[config.mk]
export PLATFORM = sky130hd
export DESIGN_NAME = fetch_stage_flat
export DESIGN_NICKNAME = d
export VERILOG_FILES = /design/src/rtl/fetch_stage_if.sv /design/src/rtl/fetch_stage.sv /design/src/flat_wrapper.sv
export SDC_FILE = /design/constraint.sdc
export NUM_CORES = 1
export LEC_CHECK = 0
export CELL_PAD_IN_SITES_DETAIL_PLACEMENT = 1
export CELL_PAD_IN_SITES_GLOBAL_PLACEMENT = 2
export CORE_ASPECT_RATIO = 0.7
export CORE_MARGIN = 1.5
export CORE_UTILIZATION = 37
export CTS_CLUSTER_DIAMETER = 100
export CTS_CLUSTER_SIZE = 25
export DETAILED_ROUTE_END_ITERATION = 7
export PLACE_DENSITY_LB_ADDON = 0.1
export SETUP_SLACK_MARGIN = 0.3
export SLEW_MARGIN = 10
export SYNTH_ARGS = -nofsm -noshare
export SYNTH_HDL_FRONTEND = slang
export SYNTH_SLANG_ARGS = --single-unit
export TNS_END_PERCENT = 50
[constraint.sdc]
create_clock -name clk -period 7.3 [get_ports clk]
set_input_delay 1.46 -clock clk [delete_from_list [all_inputs] [get_ports clk]]
set_output_delay 1.46 -clock clk [all_outputs]
set_load 0.03 [all_outputs]
[src/rtl/fetch_stage_if.sv]
// Fetch-to-memory and fetch-to-decode signal bundle for fetch_stage.
// The master modport is the fetch stage; the slave modport is its environment.
interface fetch_stage_if;
   logic [31:0] imem_a;
   logic [31:0] imem_rd;
   logic        redirect;
   logic [31:0] redirect_pc;
   logic        valid_d;
   logic        ready_d;
   logic [31:0] instr_d;
   logic [31:0] pc_d;
   logic [31:0] pcplus8_d;

   // Handshake: an entry transfers to decode on a rising edge where valid_d && ready_d;
   // valid_d never depends on ready_d, and once raised it holds with stable
   // instr_d/pc_d until the transfer, unless a redirect or reset flushes the entry.
   modport master (
      output imem_a,
      input  imem_rd,
      input  redirect,
      input  redirect_pc,
      output valid_d,
      input  ready_d,
      output instr_d,
      output pc_d,
      output pcplus8_d
   );

   modport slave (
      input  imem_a,
      output imem_rd,
      output redirect,
      output redirect_pc,
      input  valid_d,
      output ready_d,
      input  instr_d,
      input  pc_d,
      input  pcplus8_d
   );
endinterface

[src/rtl/fetch_stage.sv]
// Instruction fetch: owns the PC, reads instruction memory combinationally and
// queues {instr, pc} pairs in a 2-entry buffer presented to decode.
module fetch_stage #(
   parameter logic [31:0] RESET_PC = 32'h0000_0000,
   parameter int          DEPTH    = 2
) (
   input  logic          clk,
   input  logic          reset_n,
   fetch_stage_if.master bus,
   output logic [1:0]    count
);

   logic [31:0] pc_f;
   logic [31:0] buf_instr [2];
   logic [31:0] buf_pc    [2];
   logic        head;
   logic [1:0]  cnt;
   logic [31:0] last_instr;
   logic [31:0] last_pc;

   logic        valid;
   logic        pop;
   logic        push;
   logic        tail;
   logic [31:0] instr_out;
   logic [31:0] pc_out;
   logic        unused_bits;

   assign valid = (cnt != 2'd0);
   assign pop   = valid && bus.ready_d;
   assign push  = !bus.redirect && ((cnt != 2'd2) || pop);

   // With one entry the free slot is the other one; when empty, or full and
   // popping, the slot under head is the one being refilled.
   assign tail = (cnt == 2'd1) ? ~head : head;

   assign instr_out = valid ? buf_instr[head] : last_instr;
   assign pc_out    = valid ? buf_pc[head]    : last_pc;

   assign bus.imem_a    = pc_f;
   assign bus.valid_d   = valid;
   assign bus.instr_d   = instr_out;
   assign bus.pc_d      = pc_out;
   assign bus.pcplus8_d = pc_out + 32'd8;
   assign count         = cnt;

   assign unused_bits = ^bus.redirect_pc[1:0];

   always_ff @(posedge clk or negedge reset_n) begin
      if (!reset_n) begin
         pc_f       <= RESET_PC;
         cnt        <= 2'd0;
         head       <= 1'b0;
         last_instr <= 32'd0;
         last_pc    <= 32'd0;
      end else begin
         // Mirror the presented word so the outputs freeze once the buffer drains.
         last_instr <= instr_out;
         last_pc    <= pc_out;
         head       <= head ^ pop;
         if (bus.redirect) begin
            cnt  <= 2'd0;
            pc_f <= {bus.redirect_pc[31:2], 2'b00};
         end else begin
            cnt <= cnt + {1'b0, push} - {1'b0, pop};
            if (push) begin
               pc_f <= pc_f + 32'd4;
            end
         end
      end
   end

   always_ff @(posedge clk or negedge reset_n) begin
      if (!reset_n) begin
         for (int i = 0; i < 2; i++) begin
            buf_instr[i] <= 32'd0;
            buf_pc[i]    <= 32'd0;
         end
      end else if (push) begin
         buf_instr[tail] <= bus.imem_rd;
         buf_pc[tail]    <= pc_f;
      end
   end

endmodule

[src/flat_wrapper.sv]
// flat-port wrapper written by rule: the top's interface ports become plain ports
module fetch_stage_flat 
#(
   parameter logic [31:0] RESET_PC = 32'h0000_0000,
   parameter int          DEPTH    = 2
)
  (clk, reset_n, count, bus_imem_a, bus_imem_rd, bus_redirect, bus_redirect_pc, bus_valid_d, bus_ready_d, bus_instr_d, bus_pc_d, bus_pcplus8_d);
  fetch_stage_if bus_i ();
  input  logic clk;
  input  logic reset_n;
  output logic [1:0] count;
  output wire logic [$bits(bus_i.imem_a)-1:0] bus_imem_a;
  input wire logic [$bits(bus_i.imem_rd)-1:0] bus_imem_rd;
  input wire logic [$bits(bus_i.redirect)-1:0] bus_redirect;
  input wire logic [$bits(bus_i.redirect_pc)-1:0] bus_redirect_pc;
  output wire logic [$bits(bus_i.valid_d)-1:0] bus_valid_d;
  input wire logic [$bits(bus_i.ready_d)-1:0] bus_ready_d;
  output wire logic [$bits(bus_i.instr_d)-1:0] bus_instr_d;
  output wire logic [$bits(bus_i.pc_d)-1:0] bus_pc_d;
  output wire logic [$bits(bus_i.pcplus8_d)-1:0] bus_pcplus8_d;
  assign bus_imem_a = bus_i.imem_a;
  assign bus_i.imem_rd = bus_imem_rd;
  assign bus_i.redirect = bus_redirect;
  assign bus_i.redirect_pc = bus_redirect_pc;
  assign bus_valid_d = bus_i.valid_d;
  assign bus_i.ready_d = bus_ready_d;
  assign bus_instr_d = bus_i.instr_d;
  assign bus_pc_d = bus_i.pc_d;
  assign bus_pcplus8_d = bus_i.pcplus8_d;
  fetch_stage #(.RESET_PC(RESET_PC), .DEPTH(DEPTH)) u_core (.clk(clk), .reset_n(reset_n), .bus(bus_i), .count(count));
endmodule
# After elaboration in Yosys (flattened, before gate mapping)
# Cells that the tools add are included.
# totals
out_inout_bits	131
wordCells	45
inputBits	68
register_bits	227
# classes
bitwise	4
order_cmp	3
reduce_logical	7
add_sub_neg	4
eq_ne	2
muxes	16
# op_table
operator	count
$mux W32	11
$bwmux W64	2
$add A32 B3 Y32 const B	1
$add A32 B4 Y32 const B	1
$demux W32 S1	1
$ge A2 B2 Y1 const B	2
$not A1 Y2	2
$reduce_bool A2 Y1	2
$logic_and A1 B1 Y1	3
$add A2 B1 Y2	1
$eq A2 B1 Y1 const B	1
$lt A2 B1 Y1 const B	1
$mux W2	1
$ne A2 B2 Y1 const B	1
$sub A2 B1 Y2	1
$logic_not A1 Y1	1
$logic_or A1 B1 Y1	1
$mux W1	1
$not A1 Y1	1
$xor A1 B1 Y1	1

# Depth between registers and ports, before layout
# logic_depth
depth_word	8
ltp_mapped	10
depth_no_buf	8

# Worst setup path after synthesis
# OpenSTA, ideal clock, no wires.
# synth_timing
kind	reg2out
from	reg u_core.cnt[0], in the netlist u_core.count[0]
to	out bus_pcplus8_d[31]
arrival_ns	3.305
path_slack_ns	2.535
required_time_ns	5.840
path_stages_with_launch	10
n_path_buf	1
cell_sequence	dfrtp_1 > nor2_4 > inv_2 > buf_2 > a21oi_1 > ha_1 > nor3b_2 > nand3_1 > nor4_2 > xor2_1
# synth_via
elab_chain_len	3
# synth_rtl
element	line	text
start, declared	fetch_stage.sv:17	logic [1:0] cnt;
start signal, assigned	fetch_stage.sv:65	cnt <= cnt + {1'b0, push} - {1'b0, pop};
$reduce_bool A2 Y1	fetch_stage.sv:29	assign valid = (cnt != 2'd0);
$mux W32	fetch_stage.sv:38	assign pc_out = valid ? buf_pc[head] : last_pc;
net bus_pc_d[3]	flat_wrapper.sv:19	output wire logic [$bits(bus_i.pc_d)-1:0] bus_pc_d;
$add A32 B4 Y32	fetch_stage.sv:44	assign bus.pcplus8_d = pc_out + 32'd8;
end, declared	flat_wrapper.sv:20	output wire logic [$bits(bus_i.pcplus8_d)-1:0] bus_pcplus8_d;
# The timed path passes the listed nets, and every way through them passes these cells.

# Worst setup path in the final report
# layout_timing
from	reg u_core.cnt[0], in the netlist u_core.count[0]
to	out bus_pcplus8_d[31]
# layout_via
elab_chain_len	3
# layout_rtl
element	line
$reduce_bool A2 Y1	fetch_stage.sv:29
$mux W32	fetch_stage.sv:38
$add A32 B4 Y32	fetch_stage.sv:44
# No other way between the ends.

==> flow_summary.json <==
{
  "drive_above_1_share_pct": 17.8,
  "post_cts_buffers": 0,
  "critPathCaptureType": "output port",
  "finalClockSkew_ns": 0.0221,
  "start_util_pct": 37.5,
  "crit_fanout": 29,
  "synth_common_cells": "dfrtp_1, mux2_2, nand2_1, o21ai_0, mux2i_1",
  "vias_per_cell": 4.93,
  "drv_cap": 0,
  "synth_seq_cells": 221,
  "drt_pass1_iterations": 4,
  "wire_per_inst_um": 18.9,
  "ant_nets": 0,
  "drv_slew": 0,
  "status": "completed",
  "clkTransAtPathRegs_ns": 0.11,
  "coreArea_mm2": 0.0267,
  "yosysMostFrequentCell": "dfrtp_1",
  "globalRouteOverflowTotal": 0,
  "rsz0062_at_grt": "false",
  "ys_types": 38,
  "place_hpwl_um": 17200,
  "io_pins": 199,
  "clk_latency_ns": 0.48,
  "gp_congestion": 0.749,
  "critPathKind": "flop to output port",
  "avgSynthCellArea_um2": 12.1,
  "cp.arrival_ns": 4.77,
  "worstPathRequired_ns": 5.84,
  "dp_slack_ns": 1.63,
  "ys_warn_count": 0,
  "insertedDiodeCount": 0,
  "power.density_mw_per_mm2": 551,
  "yosys.area.top_type": "dfrtp_1",
  "synth_flop_cell": "dfrtp_1",
  "slew_headroom_pct": 33.3,
  "worst_pin_slew_ns": 1.00,
  "grt_usage_pct": 18.7,
  "wl_um": 25700,
  "yosys-top-cells-area": "dfrtp_1, mux2_2, mux2i_1",
  "rows": 50,
  "netlist_area_mm2": 0.0100,
  "io_buffers": 194,
  "grt_pass1_vias": 7143,
  "dieArea_mm2": 0.0281,
  "numCtsBuffers": 12,
  "antenna_found_initial": 1,
  "async_flop_share_pct": 100,
  "vias": 6710,
  "critPathLaunchType": "flop",
  "cts_buffer_depth": 3,
  "fin_ws_ns": 1.07,
  "synth_top_area_share_pct": 55.3,
  "die_h_um": 141,
  "area_growth_pct": 25.6,
  "synth_edf_count": 0,
  "ir_drop_mv": 0.260,
  "grt_first_pass_wirelength_um": 41200,
  "setup_viol": 0,
  "drt_iter0_drc": 289,
  "power.leakage_nw": 5.32,
  "yosysSeqAreaShare_pct": 55.3,
  "chipWidth_um": 200,
  "cts_tree": "built",
  "fin_crit_sh_pct": 85.4,
  "htreeDepth": 1,
  "drc": 0,
  "total_power_mw": 6.93,
  "grt_max_degree": 119,
  "n_fill_cell": 2847,
  "max_freq_ghz": 0.160,
  "root_buffer": "clkbuf_16",
  "synth_cells": 826,
  "postCtsHoldBufs": 0,
  "postCtsResizedCells": 0,
  "setup_tns_ns": 0,
  "hold_viol": 0,
  "hp-class": "flop to flop",
  "nNetsFinal": 1066,
  "min_period_ns": 6.23,
  "clkSinkCount": 221
}
[cell usage in the layout (no fill, tap or decap), types with 2 or more instances in the layout]
cell / n
a21oi_1: 7
clkbuf_16: 13
mux2_4: 2
clkbuf_1: 2
nand3_2: 2
and4bb_2: 2
nor4_4: 2
mux2_2: 135
buf_4: 5
inv_1: 22
xnor2_1: 30
clkdlybuf4s50_1: 192
o21ai_1: 2
mux2i_1: 63
and4_1: 5
nand4_1: 8
o21ai_0: 68
and3_1: 8
and2_1: 4
nor4_1: 4
conb_1: 2
nor3b_1: 3
nand3_1: 15
xor2_1: 30
ha_1: 4
nand2_1: 95
nor2_1: 17
a21oi_2: 2
nor4_2: 3
dfrtp_1: 220
nor3_1: 16
[area by class of cell]
class                      count  area, um^2  area share [%]
clock buffer                  15         333            2.65
clock inverter                 1        5.00          0.0398
inverter                      23        86.3           0.687
multi-input combinational    536        4160            33.1
sequential                   221        5530            44.0
tap                          364         455            3.62
timing repair buffer         200        2000            15.9
[where the power goes]
group          switching (mW)  total (mW)  internal (mW)
Sequential              0.317        2.09           1.78
Clock                   0.399       0.724          0.326
Combinational            2.35        4.11           1.76
Total                    3.06        6.93           3.86
[sequential cells by signal, summed over array words and instances, names as in the netlist]
name	cells
u_core.head	1
u_core.buf_instr	64
u_core.buf_pc	60
u_core.last_instr	32
u_core.bus.imem_a	30
u_core.count	2
u_core.last_pc	32
[path summary, 6_finish.rpt]
check,startpoint,end,slack [ns],cells after the start
worst max register to register,u_core.head$_DFF_PN0_,u_core.buf_instr[49]$_DFFE_PN0P_,4.18,4
worst max-delay path,u_core.count[0]$_DFF_PN0_,bus_pcplus8_d[31],1.07,9
max in group asynchronous,reset_n,u_core.head$_DFF_PN0_,5.15,2
worst min register to register,u_core.buf_pc[62]$_DFFE_PN0P_,u_core.buf_pc[62]$_DFFE_PN0P_,0.49,2
min in group asynchronous,reset_n,u_core.last_instr[5]$_DFF_PN0_,0.98,1
worst min-delay path,u_core.buf_pc[62]$_DFFE_PN0P_,u_core.buf_pc[62]$_DFFE_PN0P_,0.49,2
[per-layer routing]
metal | wire length, um | up-vias | global-route usage (%)
met3 | 1200 | 14 | 3.23
met2 | 10900 | 120 | 27.7
met5 | 13 | - | 0
met1 | 13400 | 3400 | 29.2
li1 | - | 3174 | -
met4 | 198 | 2 | 2.33
[stage by stage]
| step | utilization [%] | cells | hold WS [ns] | instance area [um^2] |
|---|---|---|---|---|
| floorplan | - | 827 | 0.449 | 10000 |
| global placement | 45.9 | 1344 | 0.464 | 12200 |
| detailed placement | 45.9 | 1344 | 0.469 | 12200 |
| CTS | 47.2 | 1360 | 0.492 | 12600 |
| global route | 47.2 | 1360 | 0.529 | 12600 |
| finish | 47.2 | 1360 | 0.489 | 12600 |
[critical path, stage by stage, from the launching register on]
cell and delay (ns):
dfrtp_1 0.58, nor2_4 0.19, inv_2 0.32, a21oi_1 0.58, ha_1 0.27, nor3b_2 0.37, nand3_1 0.55, nor4_2 0.53
xor2_1 0.19, clkdlybuf4s50_1 0.69
[cells by family (layout without fill, tap and decap cells)]
logic type / count (synthesis) / in the layout / synth area share (%)
adders and majority gates: 4 / 4 / 0.500
and+or+nand+nor: 190 / 190 / 9.69
muxes: 200 / 200 / 21.8
DFF: 221 / 221 / 55.3
other: 1 / 2 / 0.0375
buffers and inverters: 70 / 239 / 3.35
xor gates and xnor gates: 60 / 60 / 5.25
AOI/OAI and AO/OA: 80 / 80 / 4.10
Power figures use the tool's default switching activity.
